<file path="src/rtl/grid_cell_fetch.sv">
// -----------------------------------------------------------------------------
// grid_cell_fetch
//
// Video-side reader of the snake board RAM. Follows the raster coming from the
// VGA timing generator, works out which board cell the current pixel falls on
// and issues the board-RAM read for it. The cell type is returned to the colour
// stage together with DE/HS/VS, all delayed by exactly 3 pixel clocks.
//
// Cell coordinates are tracked with incremental counters (sub-cell pixel and
// line counters plus a running row base address), so no divider or multiplier
// is needed.
//
// Optional feature (compile-time macro GRID_GAP_EN):
//   defined   - the first GAP pixels and lines of each cell are background
//               (grid lines); no RAM read is issued on them.
//   undefined - every pixel of every cell is inside; GAP is ignored.
//
// Ports:
//   clk                 in   pixel clock
//   rst_n               in   asynchronous active-low reset
//   de_in, hs_in, vs_in in   active video and syncs (active-high)
//   px, py              in   pixel column / line, valid while de_in=1
//   rd_en               out  board RAM read strobe
//   rd_addr             out  board RAM address row*GRID_W+col (held while idle)
//   rd_data             in   cell type from sync RAM, 1 cycle after rd_en
//   grid_point_inside   out  pixel lies on a cell
//   grid_cell_type      out  cell type, 0 when not inside
//   de_out/hs_out/vs_out out inputs delayed by 3 cycles
// -----------------------------------------------------------------------------
module grid_cell_fetch #(
    parameter int COORD_W   = 11,
    parameter int ADDR_W    = 9,
    parameter int GRID_X0   = 160,
    parameter int GRID_Y0   = 40,
    parameter int CELL_SIZE = 16,
    parameter int GRID_W    = 20,
    parameter int GRID_H    = 25,
    parameter int GAP       = 1
) (
    input  logic               clk,
    input  logic               rst_n,
    input  logic               de_in,
    input  logic               hs_in,
    input  logic               vs_in,
    input  logic [COORD_W-1:0] px,
    input  logic [COORD_W-1:0] py,
    output logic               rd_en,
    output logic [ADDR_W-1:0]  rd_addr,
    input  logic [2:0]         rd_data,
    output logic               grid_point_inside,
    output logic [2:0]         grid_cell_type,
    output logic               de_out,
    output logic               hs_out,
    output logic               vs_out
);

    localparam int COL_W = $clog2(GRID_W + 1);
    localparam int ROW_W = $clog2(GRID_H + 1);
    localparam int SUB_W = $clog2(CELL_SIZE);

    // Column/row value meaning "outside the grid"; counters saturate here.
    localparam logic [COL_W-1:0]   COL_OUT  = COL_W'(GRID_W);
    localparam logic [ROW_W-1:0]   ROW_OUT  = ROW_W'(GRID_H);
    localparam logic [SUB_W-1:0]   SUB_LAST = SUB_W'(CELL_SIZE - 1);
    localparam logic [COORD_W-1:0] X0_PX    = COORD_W'(GRID_X0);
    // Line just above the grid; its end arms the row tracker.
    localparam logic [COORD_W-1:0] Y_PRE    = COORD_W'((GRID_Y0 > 0) ? GRID_Y0 - 1 : 0);
    localparam logic [ADDR_W-1:0]  ROW_STEP = ADDR_W'(GRID_W);

    // ------------------------------------------------------------------
    // Raster tracking state
    // ------------------------------------------------------------------
    logic [COL_W-1:0]   col_q, col_d;
    logic [SUB_W-1:0]   sx_q, sx_d;
    logic [ROW_W-1:0]   row_q, row_d;
    logic [SUB_W-1:0]   sy_q, sy_d;
    logic [ADDR_W-1:0]  row_base_q, row_base_d;
    logic               de_q, vs_q;
    logic [COORD_W-1:0] py_last_q, py_last_d;

    logic line_end;
    logic vs_rise;

    assign line_end  = de_q & ~de_in;
    assign vs_rise   = vs_in & ~vs_q;
    // py is only meaningful during active video, so the line number used at
    // the end of a line is the one captured on its last active pixel.
    assign py_last_d = de_in ? py : py_last_q;

    // Column state for the current pixel. It also feeds stage 0 directly, so
    // the inside/address decision uses the column this px belongs to.
    always_comb begin
        // NOTE: every signal assigned in this block gets a default first so no
        // path can leave it unassigned, which would infer a latch.
        col_d = col_q;
        sx_d  = sx_q;
        if (!de_in) begin
            col_d = COL_OUT;
        end else if (px == X0_PX) begin
            col_d = '0;
            sx_d  = '0;
        end else if (col_q < COL_OUT) begin
            if (sx_q == SUB_LAST) begin
                sx_d  = '0;
                col_d = col_q + COL_W'(1);
            end else begin
                sx_d  = sx_q + SUB_W'(1);
            end
        end
    end

    // Row state advances once per line; a vsync rising edge takes priority.
    always_comb begin
        row_d      = row_q;
        sy_d       = sy_q;
        row_base_d = row_base_q;
        if (vs_rise) begin
            if (GRID_Y0 == 0) begin
                row_d      = '0;
                sy_d       = '0;
                row_base_d = '0;
            end else begin
                row_d = ROW_OUT;
            end
        end else if (line_end) begin
            if ((GRID_Y0 != 0) && (py_last_q == Y_PRE)) begin
                row_d      = '0;
                sy_d       = '0;
                row_base_d = '0;
            end else if (row_q < ROW_OUT) begin
                if (sy_q == SUB_LAST) begin
                    sy_d       = '0;
                    row_d      = row_q + ROW_W'(1);
                    row_base_d = row_base_q + ROW_STEP;
                end else begin
                    sy_d = sy_q + SUB_W'(1);
                end
            end
        end
    end

    // NOTE: sequential state is updated with non-blocking assignments so every
    // register samples the pre-edge values, independent of block ordering.
    always_ff @(posedge clk or negedge rst_n) begin
        if (!rst_n) begin
            col_q      <= COL_OUT;
            sx_q       <= '0;
            row_q      <= ROW_OUT;
            sy_q       <= '0;
            row_base_q <= '0;
            de_q       <= 1'b0;
            vs_q       <= 1'b0;
            py_last_q  <= '0;
        end else begin
            col_q      <= col_d;
            sx_q       <= sx_d;
            row_q      <= row_d;
            sy_q       <= sy_d;
            row_base_q <= row_base_d;
            de_q       <= de_in;
            vs_q       <= vs_in;
            py_last_q  <= py_last_d;
        end
    end

    // ------------------------------------------------------------------
    // Stage 0: inside decision and address
    // ------------------------------------------------------------------
    logic              gap_ok;
    logic              inside0;
    logic [ADDR_W-1:0] addr0;

`ifdef GRID_GAP_EN
    localparam logic [SUB_W-1:0] GAP_PX = SUB_W'(GAP);
    // Leading pixels/lines of each cell form the grid lines.
    assign gap_ok = (sx_d >= GAP_PX) && (sy_q >= GAP_PX);
`else
    assign gap_ok = 1'b1;
`endif

    assign inside0 = de_in && (col_d < COL_OUT) && (row_q < ROW_OUT) && gap_ok;
    assign addr0   = row_base_q + ADDR_W'(col_d);

    // ------------------------------------------------------------------
    // Stages 1..3: RAM read, RAM data, colour-stage outputs
    // ------------------------------------------------------------------
    logic              rd_en_q;
    logic [ADDR_W-1:0] rd_addr_q, rd_addr_d;
    logic              ins1_q, ins2_q, ins3_q;
    logic [2:0]        type3_q, type3_d;
    logic [2:0]        sync1_q, sync2_q, sync3_q;   // {de, hs, vs}

    // Address only moves on a real read so the RAM bus stays quiet otherwise.
    assign rd_addr_d = inside0 ? addr0 : rd_addr_q;
    assign type3_d   = ins2_q ? rd_data : 3'd0;

    // NOTE: the whole pipeline is reset so a mid-frame reset leaves no stale
    // read or inside flag in flight.
    always_ff @(posedge clk or negedge rst_n) begin
        if (!rst_n) begin
            rd_en_q   <= 1'b0;
            rd_addr_q <= '0;
            ins1_q    <= 1'b0;
            ins2_q    <= 1'b0;
            ins3_q    <= 1'b0;
            type3_q   <= 3'd0;
            sync1_q   <= 3'd0;
            sync2_q   <= 3'd0;
            sync3_q   <= 3'd0;
        end else begin
            rd_en_q   <= inside0;
            rd_addr_q <= rd_addr_d;
            ins1_q    <= inside0;
            ins2_q    <= ins1_q;
            ins3_q    <= ins2_q;
            type3_q   <= type3_d;
            sync1_q   <= {de_in, hs_in, vs_in};
            sync2_q   <= sync1_q;
            sync3_q   <= sync2_q;
        end
    end

    assign rd_en             = rd_en_q;
    assign rd_addr           = rd_addr_q;
    assign grid_point_inside = ins3_q;
    assign grid_cell_type    = type3_q;
    assign de_out            = sync3_q[2];
    assign hs_out            = sync3_q[1];
    assign vs_out            = sync3_q[0];

endmodule

</file>
<file path="config.mk">
export PLATFORM = sky130hd
export DESIGN_NAME = grid_cell_fetch
export DESIGN_NICKNAME = d
export VERILOG_FILES = /design/src/rtl/grid_cell_fetch.sv
export SDC_FILE = /design/constraint.sdc
export NUM_CORES = 1
export LEC_CHECK = 0
export BUFFER_PORTS_ARGS = -buffer_cell sky130_fd_sc_hd__buf_4
export CAP_MARGIN = 30
export CORE_MARGIN = 2
export CORE_UTILIZATION = 56
export CTS_CLUSTER_SIZE = 30
export DETAILED_ROUTE_END_ITERATION = 7
export GPL_TIMING_DRIVEN = 0
export PLACE_DENSITY = 0.79
export REMOVE_ABC_BUFFERS = 1
export SYNTH_ARGS = -nofsm -noshare
export SYNTH_HDL_FRONTEND = slang
export SYNTH_SLANG_ARGS = --single-unit
</file>
<file path="constraint.sdc">
create_clock -name clk -period 3.4 [get_ports clk]
set_input_delay 0.68 -clock clk [delete_from_list [all_inputs] [get_ports clk]]
set_output_delay 0.68 -clock clk [all_outputs]
set_load 0.03 [all_outputs]
</file>
======== Word level (Yosys, flattened, before mapping) ========
Index checks and enable logic that the tools add are counted.
word-level totals
  flip-flop bits (word level) ............. 64
  input bits .............................. 30
  output and inout bits ................... 17
  word-level logic and storage cells ...... 65
cells by class
  add/subtract/negate cells ............... 6
  magnitude comparators ................... 3
  equal/unequal tests ..................... 4
  muxes and demuxes ....................... 19
  bitwise logic cells ..................... 5
  reduce and logical (&&, ||, !) cells .... 12
operator list
  operator               number
  $mux W5                9
  $mux W9                3
  $mux W4                6
  $lt A5 B5 Y1 const B   3
  $eq A11 B6 Y1 const B  1
  $eq A11 B8 Y1 const B  1
  $add A5 B1 Y5 const B  2
  $add A9 B5 Y9          1
  $add A9 B5 Y9 const B  1
  $add A4 B1 Y4 const B  2
  $eq A4 B4 Y1 const B   2
  $reduce_bool A2 Y1     4
  $reduce_and A3 Y1      2
  $reduce_bool A3 Y1     2
  $reduce_and A4 Y1      1
  $mux W3                1
  $not A1 Y1             3
  $and A1 B1 Y1          2
  $logic_and A1 B1 Y1    2
  $reduce_and A2 Y1      1

======== Longest topological paths before layout ========
Gate-level depths: netlist of the first run.
  word-level depth ........................ 8
  gate-level depth with buffers ........... 12
  depth with buffers taken out ............ 11

======== Least setup slack after synthesis of the first run ========
No wires, ideal clock.
  path type ............................... input to register
  start ................................... in px[2]
  end ..................................... reg rd_addr_q[7], in the netlist rd_addr[7]
  arrival ................................. 2.679 ns
  data required time ...................... 3.275 ns
  setup slack ............................. 0.596 ns
  stages on the path ...................... 10
  path buffers ............................ 0
  path through ............................ nor4b_1 -> nand4_2 -> nand2_1 -> nor2_1 -> ha_1 -> a21o_1 -> a21oi_1 -> nor2_1 -> xor2_1 -> mux2_4
on the way
  word-level cells in the longest chain between the ends .. 6
  elaborated cells between the ends (all ways) .. 7
  those cells by class .................... add/sub (1); order compare (1); eq/ne (1); mux (2); reduce/logical (2)
ends and longest elaborated chain
  what                                                                   line  source
  start: declaration                                                     45    input logic [COORD_W-1:0] px,
  $eq A11 B8 Y1 *                                                        99    end else if (px == X0_PX) begin
  $mux W5 *                                                              99
  $mux W5 *                                                              97    if (!de_in) begin
  named net col_d[3]                                                     73    logic [COL_W-1:0] col_q, col_d;
  parallel branches: the longest is 3 deep, another holds $add A9 B5 Y9  -
  end signal: assignment                                                 212   rd_addr_q <= rd_addr_d;
  end: declaration                                                       188   logic [ADDR_W-1:0] rd_addr_q, rd_addr_d;
Mark *: on every way through the listed nets, which the timed path passes.
A chain may end at the register's enable or synchronous reset.

======== Worst setup path in the final report of the first run ========
  start ................................... reg sx_q[0]
  end ..................................... reg rd_addr_q[7], in the netlist rd_addr[7]
on the way
  word-level cells in the longest chain between the ends .. 8
  elaborated cells between the ends (all ways) .. 9
  those cells by class .................... add/sub (1); order compare (1); eq/ne (1); mux (4); reduce/logical (2)
ends and longest elaborated chain
  what                                                                   line  source
  start: declaration                                                     74    logic [SUB_W-1:0] sx_q, sx_d;
  start signal: assignment                                               147   sx_q <= '0;
  start signal: assignment                                               156   sx_q <= sx_d;
  $eq A4 B4 Y1 *                                                         103   if (sx_q == SUB_LAST) begin
  $mux W5 *                                                              103
  $mux W5 *                                                              102   end else if (col_q < COL_OUT) begin
  $mux W5 *                                                              99
  $mux W5 *                                                              97
  named net col_d[3]                                                     73
  parallel branches: the longest is 3 deep, another holds $add A9 B5 Y9  -
Marks and branches as above.

==> results_dict.tcl, run 1 <==
set metrics [dict create \
    crit_path_start_kind "flop" \
    rsz0062_at_grt "no" \
    grt_pass1_vias 1994 \
    rows 25 \
    hold_class "reg2reg" \
    synth.top_cells.by_area "dfrtp_1 (49%), mux2_2 (7.6%), dfstp_2 (4.7%)" \
    vias 1957 \
    yosys.area.top_type "dfrtp_1" \
    synth_edf_count 0 \
    ant_nets 0 \
    timing.hold.ws_ns 0.3471 \
    async_flop_share 1.000 \
    postLayoutCoreUtil 0.7182 \
    port_buffers 46 \
    status "complete, no violations" \
    cp-end-kind "flop" \
    grtUsageTotal 0.2166 \
    die_w_microns 74.75 \
    hold_buffers 0 \
    routed_via_density 5.466 \
    finalCriticalPeriod_ns 2.907 \
    crit_type "reg2reg" \
    design.portCount 47 \
    core_sq_mm 0.004786 \
    ys_seq_elements 60 \
    synth_cell_types 49 \
    total_leakage_power_nw 1.589 \
    synth_compound_area_frac 0.1496 \
    slew_viol_final 0 \
    clk-insertion-delay-late_ns 0.34 \
    cts_tree "built" \
    cts-root-buf "clkbuf_8" \
    drcViolationCount 0 \
    total_power_w 0.001666 \
    numCtsBuffers 9 \
    clkPwrFrac 0.445 \
    die_area_sq_mm 0.005587 \
    max_freq_mhz 344.0 \
    seqPwrFrac 0.469 \
    synth_warnings 0 \
    wl_per_cell_microns 14.15 \
    finalNetCount 325 \
    yosysMostFrequentCell "dfrtp_1" \
    combPwrFrac 0.086 \
    cts.clk_slew.worst_paths_ns 0.07 \
    drtIter0Drc 113 \
    antenna_found_initial 0 \
    grt_pass1_wl_microns 8804 \
    placed_area_sq_mm 0.003201 \
    grt_max_degree 61 \
    synth-xor-area-share 0.04375 \
    swShare 0.2183 \
    clock_sinks 60 \
    switching_power_w 0.0003638 \
    cts.path.max_buffers 2 \
    crit_path_max_fanout 7 \
    overflow 0 \
    finalSetupViolations 0 \
    die_h_microns 74.75 \
    final_area_sq_mm 0.003437 \
    yosysTopAreaCellShare 0.4911 \
    worst_clock_skew_ns 0.006348 \
    synthAdderAreaFrac 0.04018 \
    start_util 0.5856 \
    path_cells "ha_1 -> and3_1 -> nand4_1 -> xor2_1 -> nor2_1 -> ha_1 -> a21o_1 -> a21oi_1 -> nor2_1 -> xor2_1 -> mux2_4" \
    worstPathRequired_ns 3.63 \
    arrival_ns 3.13 \
    postSynthAreaPerCell_sq_um 11.93 \
    wl_microns 5064 \
    syn_area_sq_mm 0.002803 \
    yosysSeqAreaShare 0.5379 \
    cp_slowest_stage_delay_ns 0.42 \
    synthMuxAreaShare 0.08170 \
    first_pass_iters 4 \
    power.density_mw_per_mm2 484.8 \
    cap_violations 0 \
    place.gp.congestion 0.7457 \
    final.setup.tns_ns 0 \
    internal_power_w 0.001303 \
    synthTopCellsByCount "dfrtp_1 (55), mux2_2 (19), o21ai_0 (17)" \
    antennaDiodeCount 0 \
    synthesis.instances 235 \
    hold_viol 0 \
    hpwl_microns 3507 \
    drive_gt1_frac 0.3333 \
    ys.flop_type "dfrtp_1" \
    synth_top_family_by_area "compound AO/OA/AOI/OAI gates" \
    synth_simple_gate_area_share 0.1223 \
    vdd.ir_drop.worst_v 0.0003374 \
    post_cts_buffers 0 \
    max_slew_margin 0.5168 \
    syn_to_final_growth_pct 22.63 \
    cp_slowest_cell "dfrtp_1" \
    cts_resized 0 \
    worst_pin_slew_ns 0.7248 \
    finalCritPeriodShare 0.8550 \
    h-tree-depth 3 \
]
## worst max-delay path, delay by kind of cell (launching register included)
family	cells	cell delay, ns
fa+ha+maj	2	0.60
mux	1	0.26
flops	1	0.42
compound gates	2	0.42
xor+xnor	2	0.43
simple gates	4	0.67
## placed cells by master, fill, tap and decap left out, types with 2 or more instances in the layout
cell       Yosys  layout
dfrtp_1       55      55
nand2b_1       3       3
nand4_1        2       2
clkbuf_8       0      12
a31oi_1        2       2
a21o_1         4       4
nor4bb_1       2       2
and3_1         4       4
bufinv_16      0       2
nand3_1        7       7
nor2_1        13      13
nand2_1       16      16
o21ai_0       17      17
xor2_1         8       8
o21ai_2        2       2
o21a_1         2       2
nor2b_1        3       3
inv_1          7       7
xnor2_1        6       6
mux2_2        19      19
and2_1         5       5
a21oi_1        7       7
buf_4          0      47
o22a_1         3       3
a22o_1         5       5
o31ai_1        2       2
dfstp_2        5       5
ha_1           9       9
## metal layers
layer  vias up  track usage  wire (microns)
li1        943            -               -
met1       950       0.2553            2207
met2        53       0.3530            2502
met3        11      0.07229             294
met4         0       0.1151              59
met5         -            0               0
## layout make-up
cell class	instances	area (sq um)
fill	347	1349
clock buffer	13	168.9
tap	67	83.83
multi-input combinational	161	1230
inverter	7	26.28
clock inverter	3	67.56
sequential	60	1508
timing repair buffer	47	352.8
## worst paths after layout
check	start	end	slack [ns]	cells after the start
setup / recovery	sx_q[0]$_DFFE_PN0P_	rd_addr[7]$_DFFE_PN0P_	0.49	11
hold / removal	sync2_q[1]$_DFF_PN0_	sync3_q[1]$_DFF_PN0_	0.35	0
setup reg to reg	sx_q[0]$_DFFE_PN0P_	rd_addr[7]$_DFFE_PN0P_	0.49	11
hold reg to reg	sync2_q[1]$_DFF_PN0_	sync3_q[1]$_DFF_PN0_	0.35	0
max in group asynchronous	rst_n	sy_q[2]$_DFFE_PN0P_	2.52	1
min in group asynchronous	rst_n	grid_point_inside$_DFF_PN0_	0.40	1
## registers in the layout, indices dropped and copies added (netlist names)
signal and count:
row_base_q 7, sync1_q 2, grid_cell_type 3, de_q 1, row_q 5, ins1_q 1, sx_q 4, sy_q 4
rd_addr 9, ins2_q 1, sync3_q 3, sync2_q 3, grid_point_inside 1, py_last_q 11, col_q 5
## power by group through the flow
| stage | clock (W) | sequential (W) | combinational (W) |
|---|---|---|---|
| finish | 0.000741 | 0.000782 | 0.000143 |
| detailed placement | 0 | 0.000794 | 0.000147 |
| global route | 0.000790 | 0.000787 | 0.000160 |
| global placement | 0 | 0.000793 | 0.000142 |
| floorplan | 0 | 0.000811 | 0.0000552 |
| CTS | 0.000759 | 0.000782 | 0.000146 |
## per-stage QoR
| step | std cells | worst slack [ns] |
|---|---|---|
| 3_3_place_gp | 341 | 0.2439 |
| 3_5_place_dp | 342 | 0.2226 |
| 4_1_cts | 358 | 0.4904 |
| 5_1_grt | 358 | 0.2295 |
| 2_1_floorplan | 228 | 0.5963 |
| 6_report | 358 | 0.4931 |
## cells by family after synthesis
kind of cell | after synthesis
xor gates and xnor gates | 14
adders and majority gates | 9
DFF | 60
AOI/OAI and AO/OA | 55
and+or+nand+nor | 62
muxes | 20
other | 1
buffers and inverters | 14
Power figures use the tool's default switching activity.
==> run 2, diff against run 1 <==
CORE_MARGIN = 5   (was 2)
==> run 2 against run 1 <==
  * Cell count unchanged
  * Fmax shrank 1.6%
  * Hold slack gained 0.0034 ns
  * Critical path type is now in2reg
  * Largest cell class unchanged
  * Highest routed layer unchanged
==> results_dict.tcl, run 2 (synthesis results as in run 1) <==
set metrics [dict create \
    status "complete, no violations" \
    post_cts_buffers 0 \
    start_util 0.5856 \
    cp-end-kind "flop" \
    wl_per_cell_microns 14.96 \
    place_ws_ns 0.08648 \
    cts-root-buf "clkbuf_8" \
    cts_resized 0 \
    clock_sinks 60 \
    internal_power_w 0.001356 \
    die_area_sq_mm 0.006520 \
    finalSetupViolations 0 \
    grtUsageTotal 0.1842 \
    critical_path.startpoint "px[2]" \
    grt_max_degree 61 \
    hold_viol 0 \
    final_area_sq_mm 0.003451 \
    grt_pass1_wl_microns 9121 \
    clk-insertion-delay-late_ns 0.33 \
    mostFrequentLayoutCell "dfrtp_1" \
    crit_end "rd_addr[7]$_DFFE_PN0P_" \
    power.density_mw_per_mm2 498.2 \
    syn_to_final_growth_pct 23.13 \
    total_leakage_power_nw 1.600 \
    vias 1932 \
    drive_gt1_frac 0.3333 \
    design.portCount 47 \
    finalCriticalPeriod_ns 2.953 \
    reg2reg_depth 11 \
    drtIter0Drc 81 \
    worstPathRequired_ns 3.61 \
    core_sq_mm 0.004786 \
    overflow 0 \
    placed_cells 342 \
    final_cells 358 \
    cts.path.max_buffers 2 \
    fillers 349 \
    grt_pass1_vias 2027 \
    vdd.ir_drop.worst_v 0.0004784 \
    swShare 0.2112 \
    clkPwrFrac 0.459 \
    top_register "py_last_q" \
    antennaDiodeCount 0 \
    max_slew_margin 0.5231 \
    port_buffers 46 \
    largest_reg_flops 11 \
    rsz0062_at_grt "no" \
    h-tree-depth 3 \
    wl_microns 5357 \
    antenna_found_initial 0 \
    final.setup.tns_ns 0 \
    hold_class "reg2reg" \
    crit_path_max_fanout 7 \
    worst_clock_skew_ns 0.009683 \
    die_h_microns 80.75 \
    drcViolationCount 0 \
    switching_power_w 0.0003631 \
    numCtsBuffers 9 \
    combPwrFrac 0.085 \
    worst_pin_slew_ns 0.7154 \
    routed_via_density 5.397 \
    r2r-start "sx_q[0]$_DFFE_PN0P_" \
    cts.clk_slew.worst_paths_ns 0.06 \
    timing.rr.end "rd_addr[7]$_DFFE_PN0P_" \
    ant_nets 0 \
    rows 25 \
    layout_setup_ws_ns 0.4466 \
    finalCritPeriodShare 0.8686 \
    seqPwrFrac 0.456 \
    place.gp.congestion 0.7753 \
    hpwl_microns 3732 \
    placed_area_sq_mm 0.003201 \
    hold_buffers 0 \
    mostFrequentLayoutCells "dfrtp_1 (55), buf_4 (47), mux2_2 (19)" \
    slew_viol_final 0 \
    crit_type "in2reg" \
    finalNetCount 325 \
    cts_tree "built" \
    first_pass_iters 4 \
    cap_violations 0 \
    r2r_slack_ns 0.47 \
    crit_path_start_kind "primary input" \
    timing.hold.ws_ns 0.3505 \
    max_freq_mhz 338.6 \
    arrival_ns 3.17 \
    die_w_microns 80.75 \
]
==> run 2: cell types whose count changed in the layout (fill, tap and decap cells not counted) <==
cell / change
clkbuf_8: -1
clkinvlp_4: -1
bufinv_16: +1
clkinv_2: +1
==> run 2: power groups by stage <==
stage | Sequential [W] | Combinational, W | Clock [W]
5_1_grt | 0.000789 | 0.000164 | 0.000840
3_3_place_gp | 0.000793 | 0.000142 | 0
2_1_floorplan | 0.000811 | 0.0000552 | 0
3_5_place_dp | 0.000795 | 0.000148 | 0
6_report | 0.000784 | 0.000146 | 0.000790
4_1_cts | 0.000783 | 0.000149 | 0.000808
==> run 2: worst min-delay path by stage <==
| stage | start | end | cells after the start |
|---|---|---|---|
| 2_1_floorplan | sync1_q[1]$_DFF_PN0_ | sync2_q[1]$_DFF_PN0_ | 0 |
| 3_3_place_gp | sync2_q[2]$_DFF_PN0_ | sync3_q[2]$_DFF_PN0_ | 0 |
| 3_5_place_dp | sync1_q[1]$_DFF_PN0_ | sync2_q[1]$_DFF_PN0_ | 0 |
| 4_1_cts | sync1_q[1]$_DFF_PN0_ | sync2_q[1]$_DFF_PN0_ | 0 |
| 5_1_grt | sync1_q[1]$_DFF_PN0_ | sync2_q[1]$_DFF_PN0_ | 0 |
| 6_report | sync1_q[1]$_DFF_PN0_ | sync2_q[1]$_DFF_PN0_ | 0 |
==> run 2: layer usage <==
layer  wire length [microns]  global-route usage  up-vias
met5                       0                   0        -
met4                     124             0.09628        0
met3                     301             0.03880       11
met1                    2350              0.2323      931
li1                        -                   -      941
met2                    2580              0.2997       49
==> run 2: critical path, cell delays in order <==
cell	delay, ns
buf_4	0.11
nor4b_1	0.45
nand4_2	0.30
nand2_1	0.23
nor2_1	0.09
ha_1	0.36
a21o_1	0.19
a21oi_1	0.23
nor2_1	0.09
xor2_1	0.15
mux2_4	0.27
==> run 2: layout make-up <==
cell class	count	area, sq um	share of cell area
Inverter	7	26.28	0.007614
Multi-Input combinational cell	161	1230	0.3564
Clock inverter	4	95.09	0.02756
Timing Repair Buffer	47	352.8	0.1022
Tap cell	67	83.83	0.02429
Clock buffer	12	155.1	0.04496
Sequential cell	60	1508	0.4369
==> run 2: through the flow <==
| stage | total power, W | util |
|---|---|---|
| 6_report | 0.001719 | 0.7210 |
| 5_1_grt | 0.001793 | 0.7210 |
| 4_1_cts | 0.001739 | 0.7210 |
| 3_5_place_dp | 0.0009436 | 0.6688 |
| 3_3_place_gp | 0.0009357 | 0.6672 |
| 2_1_floorplan | 0.0008658 | - |
==> run 3, diff against run 2 <==
CORE_MARGIN = 4   (was 5)
PLACE_DENSITY = 0.77   (was 0.79)
==> run 3 against run 2 <==
  * Largest power group is now registers
  * Cell count unchanged
  * Sequential share of layout area is 0.43 points higher
  * First-iteration DRC count down 27%
  * Clock-buffer cell count decreased by 1
  * Critical path depth stayed put
  * Sequential cell count stayed put
  * Global-route usage fell by 0.51 points
  * Largest cell class unchanged
  * Die area is 4.9% lower
==> results_dict.tcl, run 3 (synthesis results as in run 1) <==
set metrics [dict create \
    grt_pass1_vias 1902 \
    total_power_w 0.001614 \
    slew_viol_final 0 \
    path_cells "ha_1 -> and3_1 -> nand4_1 -> xor2_1 -> nor2_1 -> ha_1 -> nand2_1 -> o21ai_0 -> nand4_1 -> xnor2_1 -> mux2_2" \
    cp-end-kind "flop" \
    cts_resized 0 \
    cap_violations 0 \
    wl_microns 5115 \
    worst_pin_slew_ns 0.7236 \
    final_area_sq_mm 0.003417 \
    port_buffers 46 \
    finalSetupViolations 0 \
    arrival_ns 3.14 \
    top_register "py_last_q" \
    hold_buffers 0 \
    cts.clk_slew.worst_paths_ns 0.07 \
    cts-root-buf "clkbuf_8" \
    core_sq_mm 0.004786 \
    first_pass_iters 4 \
    numCtsBuffers 9 \
    postLayoutCoreUtil 0.7140 \
    cts_tree "built" \
    post_cts_buffers 0 \
    power.density_mw_per_mm2 472.3 \
    finalCriticalPeriod_ns 2.928 \
    wl_per_cell_microns 14.29 \
    crit_path_max_fanout 7 \
    start_util 0.5856 \
    grtUsageTotal 0.1791 \
    crit_type "reg2reg" \
    layout_setup_ws_ns 0.4721 \
    clock_sinks 60 \
    die_h_microns 78.75 \
    grt_max_degree 61 \
    largest_reg_flops 11 \
    hpwl_microns 3585 \
    cts.path.max_buffers 2 \
    syn_to_final_growth_pct 21.92 \
    h-tree-depth 3 \
    crit_path_start_kind "flop" \
    die_w_microns 78.75 \
    max_freq_mhz 341.5 \
    routed_via_density 5.380 \
    place.gp.congestion 0.7748 \
    antennaDiodeCount 0 \
    crit_family "simple AND/OR/NAND/NOR gates" \
    fillers 366 \
    hold_class "reg2reg" \
    drcViolationCount 0 \
    place_ws_ns 0.2422 \
    final.setup.tns_ns 0 \
    overflow 0 \
    finalNetCount 325 \
    hold_viol 0 \
    cp_slowest_cell "dfrtp_1" \
    worst_clock_skew_ns 0.008896 \
    max_slew_margin 0.5176 \
    rows 25 \
    vias 1926 \
    grt_pass1_wl_microns 8521 \
    worstPathRequired_ns 3.62 \
    finalCritPeriodShare 0.8612 \
    die_area_sq_mm 0.006201 \
    rsz0062_at_grt "no" \
    placed_area_sq_mm 0.003201 \
    mostFrequentLayoutCell "dfrtp_1" \
    vdd.ir_drop.worst_v 0.0003748 \
    drtIter0Drc 59 \
    status "complete, no violations" \
    ant_nets 0 \
    crit_buf_inv 0 \
    clk-insertion-delay-late_ns 0.33 \
    total_leakage_power_nw 1.586 \
    mostFrequentLayoutCells "dfrtp_1 (55), buf_4 (47), mux2_2 (19)" \
    design.portCount 47 \
    antenna_found_initial 0 \
    cp_slowest_stage_delay_ns 0.42 \
    drive_gt1_frac 0.3333 \
]
==> run 3: area by class of cell <==
cell class,instances,area [sq um],area share
multi-input cells,161,1230,0.3599
well taps,67,83.83,0.02453
repair buffers,47,352.8,0.1033
flip-flops and latches,60,1508,0.4412
inverters,7,26.28,0.007689
clock buffers,11,141.4,0.04138
clock inverters,5,75.07,0.02197
==> run 3: where the power goes <==
group	switching, W	total (W)	leakage [nW]	internal (W)
Clock	0.000259	0.000688	0.113	0.000429
Combinational	0.0000696	0.000143	0.712	0.0000735
Sequential	0.0000269	0.000783	0.761	0.000756
Total	0.000355	0.00161	1.59	0.00126
==> run 3: path summary, 6_finish.rpt <==
check	start	endpoint	slack (ns)	depth (start not counted)
min reg2reg	sync2_q[2]$_DFF_PN0_	sync3_q[2]$_DFF_PN0_	0.35	0
max	sx_q[0]$_DFFE_PN0P_	rd_addr[8]$_DFFE_PN0P_	0.47	11
max in group asynchronous	rst_n	rd_addr[6]$_DFFE_PN0P_	2.50	1
min in group asynchronous	rst_n	grid_cell_type[0]$_DFF_PN0_	0.42	1
min	sync2_q[2]$_DFF_PN0_	sync3_q[2]$_DFF_PN0_	0.35	0
max reg2reg	sx_q[0]$_DFFE_PN0P_	rd_addr[8]$_DFFE_PN0P_	0.47	11
==> run 3: worst register-to-register path, delay by kind of cell, from the launching register on <==
kind / cells / cell delay, ns
fa+ha+maj: 2 / 0.58
mux: 1 / 0.25
flops: 1 / 0.42
xor+xnor: 2 / 0.45
compound gates: 1 / 0.30
simple gates: 5 / 0.82
==> run 3: metal layers <==
metal	global-route usage	routed length, microns
met5	0	0
met1	0.2241	2308
met4	0.07343	59
met3	0.06349	301
met2	0.2835	2446
==> run 3: through the flow <==
stage / hold slack [ns] / std cells
2_1_floorplan: 0.3312 / 228
3_3_place_gp: 0.3317 / 341
3_5_place_dp: 0.3347 / 342
4_1_cts: 0.3490 / 358
5_1_grt: 0.3615 / 358
6_report: 0.3484 / 358
